$ cat config.mk
export PLATFORM = sky130hd
export DESIGN_NAME = fetch_stage
export DESIGN_NICKNAME = d
export VERILOG_FILES = /design/src/rtl/fetch_pkg.sv /design/src/rtl/fetch_fifo.sv /design/src/rtl/fetch_stage.sv
export SDC_FILE = /design/constraint.sdc
export NUM_CORES = 1
export LEC_CHECK = 0
export BUFFER_PORTS_ARGS = -buffer_cell sky130_fd_sc_hd__buf_4
export CORE_MARGIN = 2
export CORE_UTILIZATION = 40
export DETAILED_ROUTE_END_ITERATION = 10
export SYNTH_ARGS = -nofsm -noshare
export SYNTH_HDL_FRONTEND = slang
export SYNTH_SLANG_ARGS = --single-unit
$ cat constraint.sdc
create_clock -name clk -period 3.6 [get_ports clk]
set_clock_uncertainty 0.15 [all_clocks]
set_input_delay 1.08 -clock clk [delete_from_list [all_inputs] [get_ports clk]]
set_output_delay 1.08 -clock clk [all_outputs]
set_load 0.03 [all_outputs]
$ cat src/rtl/fetch_pkg.sv
// Shared definitions for the RV32I fetch stage: the NOP filler word,
// the FSM state encoding and the default reset PC.
package fetch_pkg;

    localparam logic [31:0] NOP_INST         = 32'h0000_0013;
    localparam logic [31:0] DEFAULT_RESET_PC = 32'h0000_0000;

    typedef enum logic [1:0] {
        IDLE,
        FETCH,
        FLUSH
    } fetch_state_e;

    // Fetch addresses are always word aligned; the byte offset is discarded.
    function automatic logic [31:0] align_word(input logic [31:0] addr);
        return addr & ~32'h0000_0003;
    endfunction

endpackage

$ cat src/rtl/fetch_fifo.sv
// Synchronous instruction buffer with single-cycle flush; the head word is
// read combinationally, so a pushed entry becomes visible the next cycle.
module fetch_fifo #(
    parameter int WIDTH = 32,
    parameter int DEPTH = 4
) (
    input  logic                     clk,
    input  logic                     rst_n,
    input  logic                     flush_i,
    input  logic                     push_i,
    input  logic [WIDTH-1:0]         push_data_i,
    input  logic                     pop_i,
    output logic [WIDTH-1:0]         head_data_o,
    output logic [$clog2(DEPTH):0]   count_o
);

    localparam int AW = $clog2(DEPTH);
    localparam int CW = AW + 1;

    logic [WIDTH-1:0] mem_q [DEPTH];
    logic [AW-1:0]    rd_ptr_q, rd_ptr_d;
    logic [AW-1:0]    wr_ptr_q, wr_ptr_d;
    logic [CW-1:0]    count_q, count_d;
    logic             do_push;
    logic             do_pop;

    always_comb begin
        do_pop   = pop_i && (count_q != '0);
        do_push  = push_i && ((count_q != CW'(DEPTH)) || do_pop);
        rd_ptr_d = rd_ptr_q;
        wr_ptr_d = wr_ptr_q;
        count_d  = count_q;
        if (flush_i) begin
            rd_ptr_d = '0;
            wr_ptr_d = '0;
            count_d  = '0;
        end else begin
            if (do_pop) begin
                rd_ptr_d = rd_ptr_q + AW'(1);
            end
            if (do_push) begin
                wr_ptr_d = wr_ptr_q + AW'(1);
            end
            count_d = count_q + CW'(do_push) - CW'(do_pop);
        end
    end

    always_ff @(posedge clk or negedge rst_n) begin
        if (!rst_n) begin
            rd_ptr_q <= '0;
            wr_ptr_q <= '0;
            count_q  <= '0;
        end else begin
            rd_ptr_q <= rd_ptr_d;
            wr_ptr_q <= wr_ptr_d;
            count_q  <= count_d;
        end
    end

    // Storage needs no reset: count gates every read of it.
    always_ff @(posedge clk) begin
        if (do_push && !flush_i) begin
            mem_q[wr_ptr_q] <= push_data_i;
        end
    end

    assign head_data_o = mem_q[rd_ptr_q];
    assign count_o     = count_q;

endmodule

$ cat src/rtl/fetch_stage.sv
// RV32I fetch stage: owns the fetch PC, issues credit-limited word requests,
// buffers responses and presents {pc, inst} to decode; redirects flush wrong-path state.
module fetch_stage
    import fetch_pkg::*;
#(
    parameter logic [31:0] RESET_PC   = DEFAULT_RESET_PC,
    parameter int          FIFO_DEPTH = 4
) (
    input  logic        clk,
    input  logic        rst_n,
    output logic        imem_req_valid,
    input  logic        imem_req_ready,
    output logic [31:0] imem_req_addr,
    input  logic        imem_rsp_valid,
    input  logic [31:0] imem_rsp_data,
    input  logic        redirect_valid,
    input  logic [31:0] redirect_pc,
    output logic        dec_valid,
    input  logic        dec_ready,
    output logic [31:0] dec_inst,
    output logic [31:0] dec_pc
);

    localparam int CW = $clog2(FIFO_DEPTH) + 1;

    fetch_state_e  state_q, state_d;
    logic [31:0]   fetch_pc_q, fetch_pc_d;
    logic [31:0]   head_pc_q, head_pc_d;
    logic [CW-1:0] inflight_q, inflight_d;

    logic [CW-1:0] fifo_count;
    logic [31:0]   fifo_head;
    logic [CW:0]   occupancy;
    logic          req_fire;
    logic          rsp_fire;
    logic          push;
    logic          pop;
    logic [31:0]   target_pc;

    fetch_fifo #(
        .WIDTH (32),
        .DEPTH (FIFO_DEPTH)
    ) u_fifo (
        .clk         (clk),
        .rst_n       (rst_n),
        .flush_i     (redirect_valid),
        .push_i      (push),
        .push_data_i (imem_rsp_data),
        .pop_i       (pop),
        .head_data_o (fifo_head),
        .count_o     (fifo_count)
    );

    // Every outstanding request owns a buffer slot, so responses can never overflow.
    always_comb begin
        occupancy      = {1'b0, inflight_q} + {1'b0, fifo_count};
        imem_req_valid = (state_q == FETCH) && !redirect_valid
                         && (occupancy < (CW+1)'(FIFO_DEPTH));
        imem_req_addr  = fetch_pc_q;
        req_fire       = imem_req_valid && imem_req_ready;
        rsp_fire       = imem_rsp_valid && (inflight_q != '0);
        push           = rsp_fire && (state_q == FETCH) && !redirect_valid;
        dec_valid      = (fifo_count != '0) && (state_q == FETCH) && !redirect_valid;
        pop            = dec_valid && dec_ready;
        dec_inst       = (fifo_count != '0) ? fifo_head : NOP_INST;
        dec_pc         = head_pc_q;
        target_pc      = align_word(redirect_pc);
    end

    always_comb begin
        state_d = state_q;
        if (redirect_valid) begin
            state_d = FLUSH;
        end else begin
            case (state_q)
                IDLE:    state_d = FETCH;
                FETCH:   state_d = FETCH;
                FLUSH:   state_d = (inflight_q == '0) ? FETCH : FLUSH;
                default: state_d = IDLE;
            endcase
        end
    end

    // Redirect overrides any PC advance in the same cycle.
    always_comb begin
        fetch_pc_d = fetch_pc_q;
        head_pc_d  = head_pc_q;
        inflight_d = inflight_q + CW'(req_fire) - CW'(rsp_fire);
        if (redirect_valid) begin
            fetch_pc_d = target_pc;
            head_pc_d  = target_pc;
        end else begin
            if (req_fire) begin
                fetch_pc_d = fetch_pc_q + 32'd4;
            end
            if (pop) begin
                head_pc_d = head_pc_q + 32'd4;
            end
        end
    end

    always_ff @(posedge clk or negedge rst_n) begin
        if (!rst_n) begin
            state_q    <= IDLE;
            fetch_pc_q <= RESET_PC;
            head_pc_q  <= RESET_PC;
            inflight_q <= '0;
        end else begin
            state_q    <= state_d;
            fetch_pc_q <= fetch_pc_d;
            head_pc_q  <= head_pc_d;
            inflight_q <= inflight_d;
        end
    end

endmodule
==> summary.md <==
| Metric | Value |
|---|---|
| Status | finished clean |
| Area after DPL | between 10000 and 15000 µm² |
| Multi-input gate area | ~3200 µm² |
| Chip Width | roughly 150 µm |
| GPL Wtd Cong | approximately 0.79 |
| Final TNS setup | 0 ns |
| Die ar. | between 20000 and 25000 µm² |
| Hold Path Class | in -> async |
| Vias in the first global route | ~6000 |
| DR DRC count | 0 |
| H-tree depth | 4 |
| Most common cell after layout, fill and taps aside | buf_4 |
| PortBufs | about 160 |
| Post-layout min period | between 3 and 4 ns |
| CP Class | reg -> out |
| Switch Pwr | roughly 1600 µW |
| Setup violators final | 0 |
| Layout fillers | a little under 2000 |
| Worst VDD drop | between 0.2 and 0.3 mV |
| Cell area after layout | 11300 µm² |
| DR pass1 iterations | 4 |
| Initial Utilization | 40.4% |
| Initial antenna violation count | 1 |
| Crit share post-route | between 90% and 100% |
| Synthesized flop and latch total | 200 |
| Hpwl dp | ~15000 µm |
| Logic pwr share | a little under an eighth |
| Layout cell share with drive strength beyond 1 | roughly a third |
| Root Buffer Master | clkbuf_16 |
| Placed cells | about 1100 |
| Slew headroom | 46.7% |
| Sequential area share after synthesis | about 62% |
| R2R cell count | 10 |
| Cts bufs inserted | 17 |
| Total grt overflow | 0 |
| Die Span Y | ~150 µm |
| Leakage | around 0.0042 µW |
| Floorplan core area | ~22000 µm² |
| R2R Setup Slk | 0.99 ns |
| Max-slew violations | 0 |
| Critical Path Sink | dec_inst[29] |
| Register Area | 5650 µm² |
| Main synth FF type | edfxtp_1 |
| Cell area after synthesis | 9060 µm² |
| Startpoint Class | flip-flop |
| Initial DRC count | about 420 |
| Crit path DAT | approximately 2.2 ns |
| Clk buf depth | 2 |
| DRT Wirelength | roughly 22000 µm |
| Detail Route Antenna Nets | 0 |
| Power Density | ~470 nW/µm² |
| Avg Inst Size Synth | 13.4 µm² |
| Clock Latency Late Sink | 0.44 ns |
| Postcts setup bufs | 0 |
| Vias | between 6000 and 7000 |
| Post-Syn Instances | between 600 and 700 |
| Fin nets | 928 |
| PostCTS Resize Cnt | 0 |
| CTS tree | yes |
| Clock slew at reported path FFs | 0.09 ns |
| Worst-Margin Slew | about 0.8 ns |
| Worst-path fanout max | 13 |
| Max_cap viols | 0 |
| GRT Total Usage | a little under a fifth |
| FF-to-FF Start | u_fifo.count_o[2] |
| Diode count | 0 |
| Fmax | between 0.2 and 0.3 GHz |
| Most frequent cells in the layout | buf_4 (179), edfxtp_1 (128), dfrtp_1 (71) |
| Final hold slack | 0.304 ns |
| First-pass GRT wire length | approximately 33000 µm |
| Crit. Startpoint | u_fifo.rd_ptr_q[0] |
| Yosys cell types | between 60 and 70 |
| Clock Power Share | 37.9% |
| RSZ-0062 raised after global routing | no |
| Layout Cells excl Fill | 1142 |
| Switching share of power | between 20 and 30% |
| Yosys warnings | 0 |
| Cts hold-fix bufs | 0 |
| Tot Pwr | 5350 µW |
| Final Hold Fails | 0 |
| FF-to-FF End | inflight_q[1] |
| Largest net degree at the start of global routing | 64 |
| Post-synth EDFFs | ~130 |
| Routed length per instance | 19.0 µm |
| Clk sinks | 200 |
| I/O pin count | 168 |
| Area grow syn2layout | 24.7% |
| Worst EP required | approximately 2.4 ns |
| Crit. End Element | primary output |
| Num rows | 55 |
| Internal | between 3000 and 4000 µW |
| Via density | between 5 and 6 |
| Reg power frac | 50.2% |
| FFs w/ async S/R, synth | a little over a third |
==> layout make-up <==
class	instances	area share [%]
Tap cell	285	3.15
Timing Repair Buffer	181	12.2
Clock inverter	15	1.86
Clock buffer	17	3.76
Sequential cell	200	50.0
Multi-Input combinational cell	426	28.4
Inverter	18	0.598
==> power by group through the flow <==
stage / logic, µW / clock network [µW] / registers [µW]
floorplan: 247 / 0 / 2820
global placement: 635 / 0 / 2730
detailed placement: 647 / 0 / 2730
CTS: 648 / 2060 / 2680
global route: 699 / 2150 / 2700
finish: 640 / 2020 / 2680
==> worst min-delay path by stage <==
stage / from / endpoint / slack, ns
after floorplan: state_q[1] / state_q[0] / 0.33
after global placement: state_q[1] / state_q[0] / 0.35
after detailed placement: state_q[1] / state_q[0] / 0.36
after CTS: rst_n / imem_req_addr[7] / 0.29
after global routing: rst_n / imem_req_addr[7] / 0.30
final: rst_n / imem_req_addr[7] / 0.30
==> registers in the layout, summed over array words and instances (netlist names) <==
| name | cells |
|---|---|
| dec_pc | 30 |
| imem_req_addr | 30 |
| u_fifo.count_o | 3 |
| u_fifo.mem_q | 128 |
| state_q | 2 |
| u_fifo.wr_ptr_q | 2 |
| u_fifo.rd_ptr_q | 2 |
| inflight_q | 3 |
==> worst max-delay path: stages, from the launching register on <==
cell and delay, ns:
dfrtp_2 0.62, buf_4 0.29, mux4_2 0.51, nor2b_1 0.15
buf_4 0.19
==> Yosys cell counts (all sizes together), types with 8 or more instances <==
| cell type | number | area (µm²) |
|---|---|---|
| o311ai | 24 | 210 |
| mux4 | 32 | 721 |
| buf | 16 | 90.1 |
| nor3 | 10 | 76.3 |
| nor2 | 32 | 123 |
| a21oi | 8 | 40.0 |
| dfrtp | 72 | 1800 |
| o21ai | 32 | 160 |
| nand4 | 16 | 130 |
| o211ai | 29 | 218 |
| nand2 | 63 | 236 |
| inv | 18 | 67.6 |
| and2 | 11 | 68.8 |
| ha | 12 | 150 |
| a31oi | 12 | 75.1 |
| nor2b | 31 | 194 |
| nand3 | 44 | 225 |
| edfxtp | 128 | 3840 |
| clkbuf | 17 | 63.8 |
| or3 | 8 | 50.1 |
==> through the flow <==
| stage | setup WS (ns) | util (%) |
|---|---|---|
| after floorplan | 0.244 | - |
| after global placement | 0.289 | 47.6 |
| after detailed placement | 0.286 | 47.6 |
| after CTS | 0.105 | 50.4 |
| after global routing | 0.0364 | 50.4 |
| final | 0.169 | 50.4 |
==> metal layers <==
layer  up-vias  wire, µm  share of wire, %  GRT usage (%)
met1      3125      9900                46           26.1
met5         -        13             0.060              0
met4         2       347               1.6           5.91
li1       2947         -                 -              -
met3        27      1320               6.1           4.20
met2       189     10200                47           28.1
==> cell families (layout without fill, tap and decap cells) <==
group | Yosys count | count (layout) | share of synthesized area [%]
AND/OR/NAND/NOR | 247 | 247 | 15.1
flip-flops | 200 | 200 | 62.3
AO/OA/AOI/OAI | 117 | 117 | 8.88
buffers and inverters | 51 | 231 | 2.44
multiplexers | 36 | 36 | 8.42
adder cells (fa/ha/maj) | 14 | 14 | 2.10
XOR/XNOR | 8 | 8 | 0.773
other | 1 | 4 | 0.0414
Power figures use the tool's default switching activity.
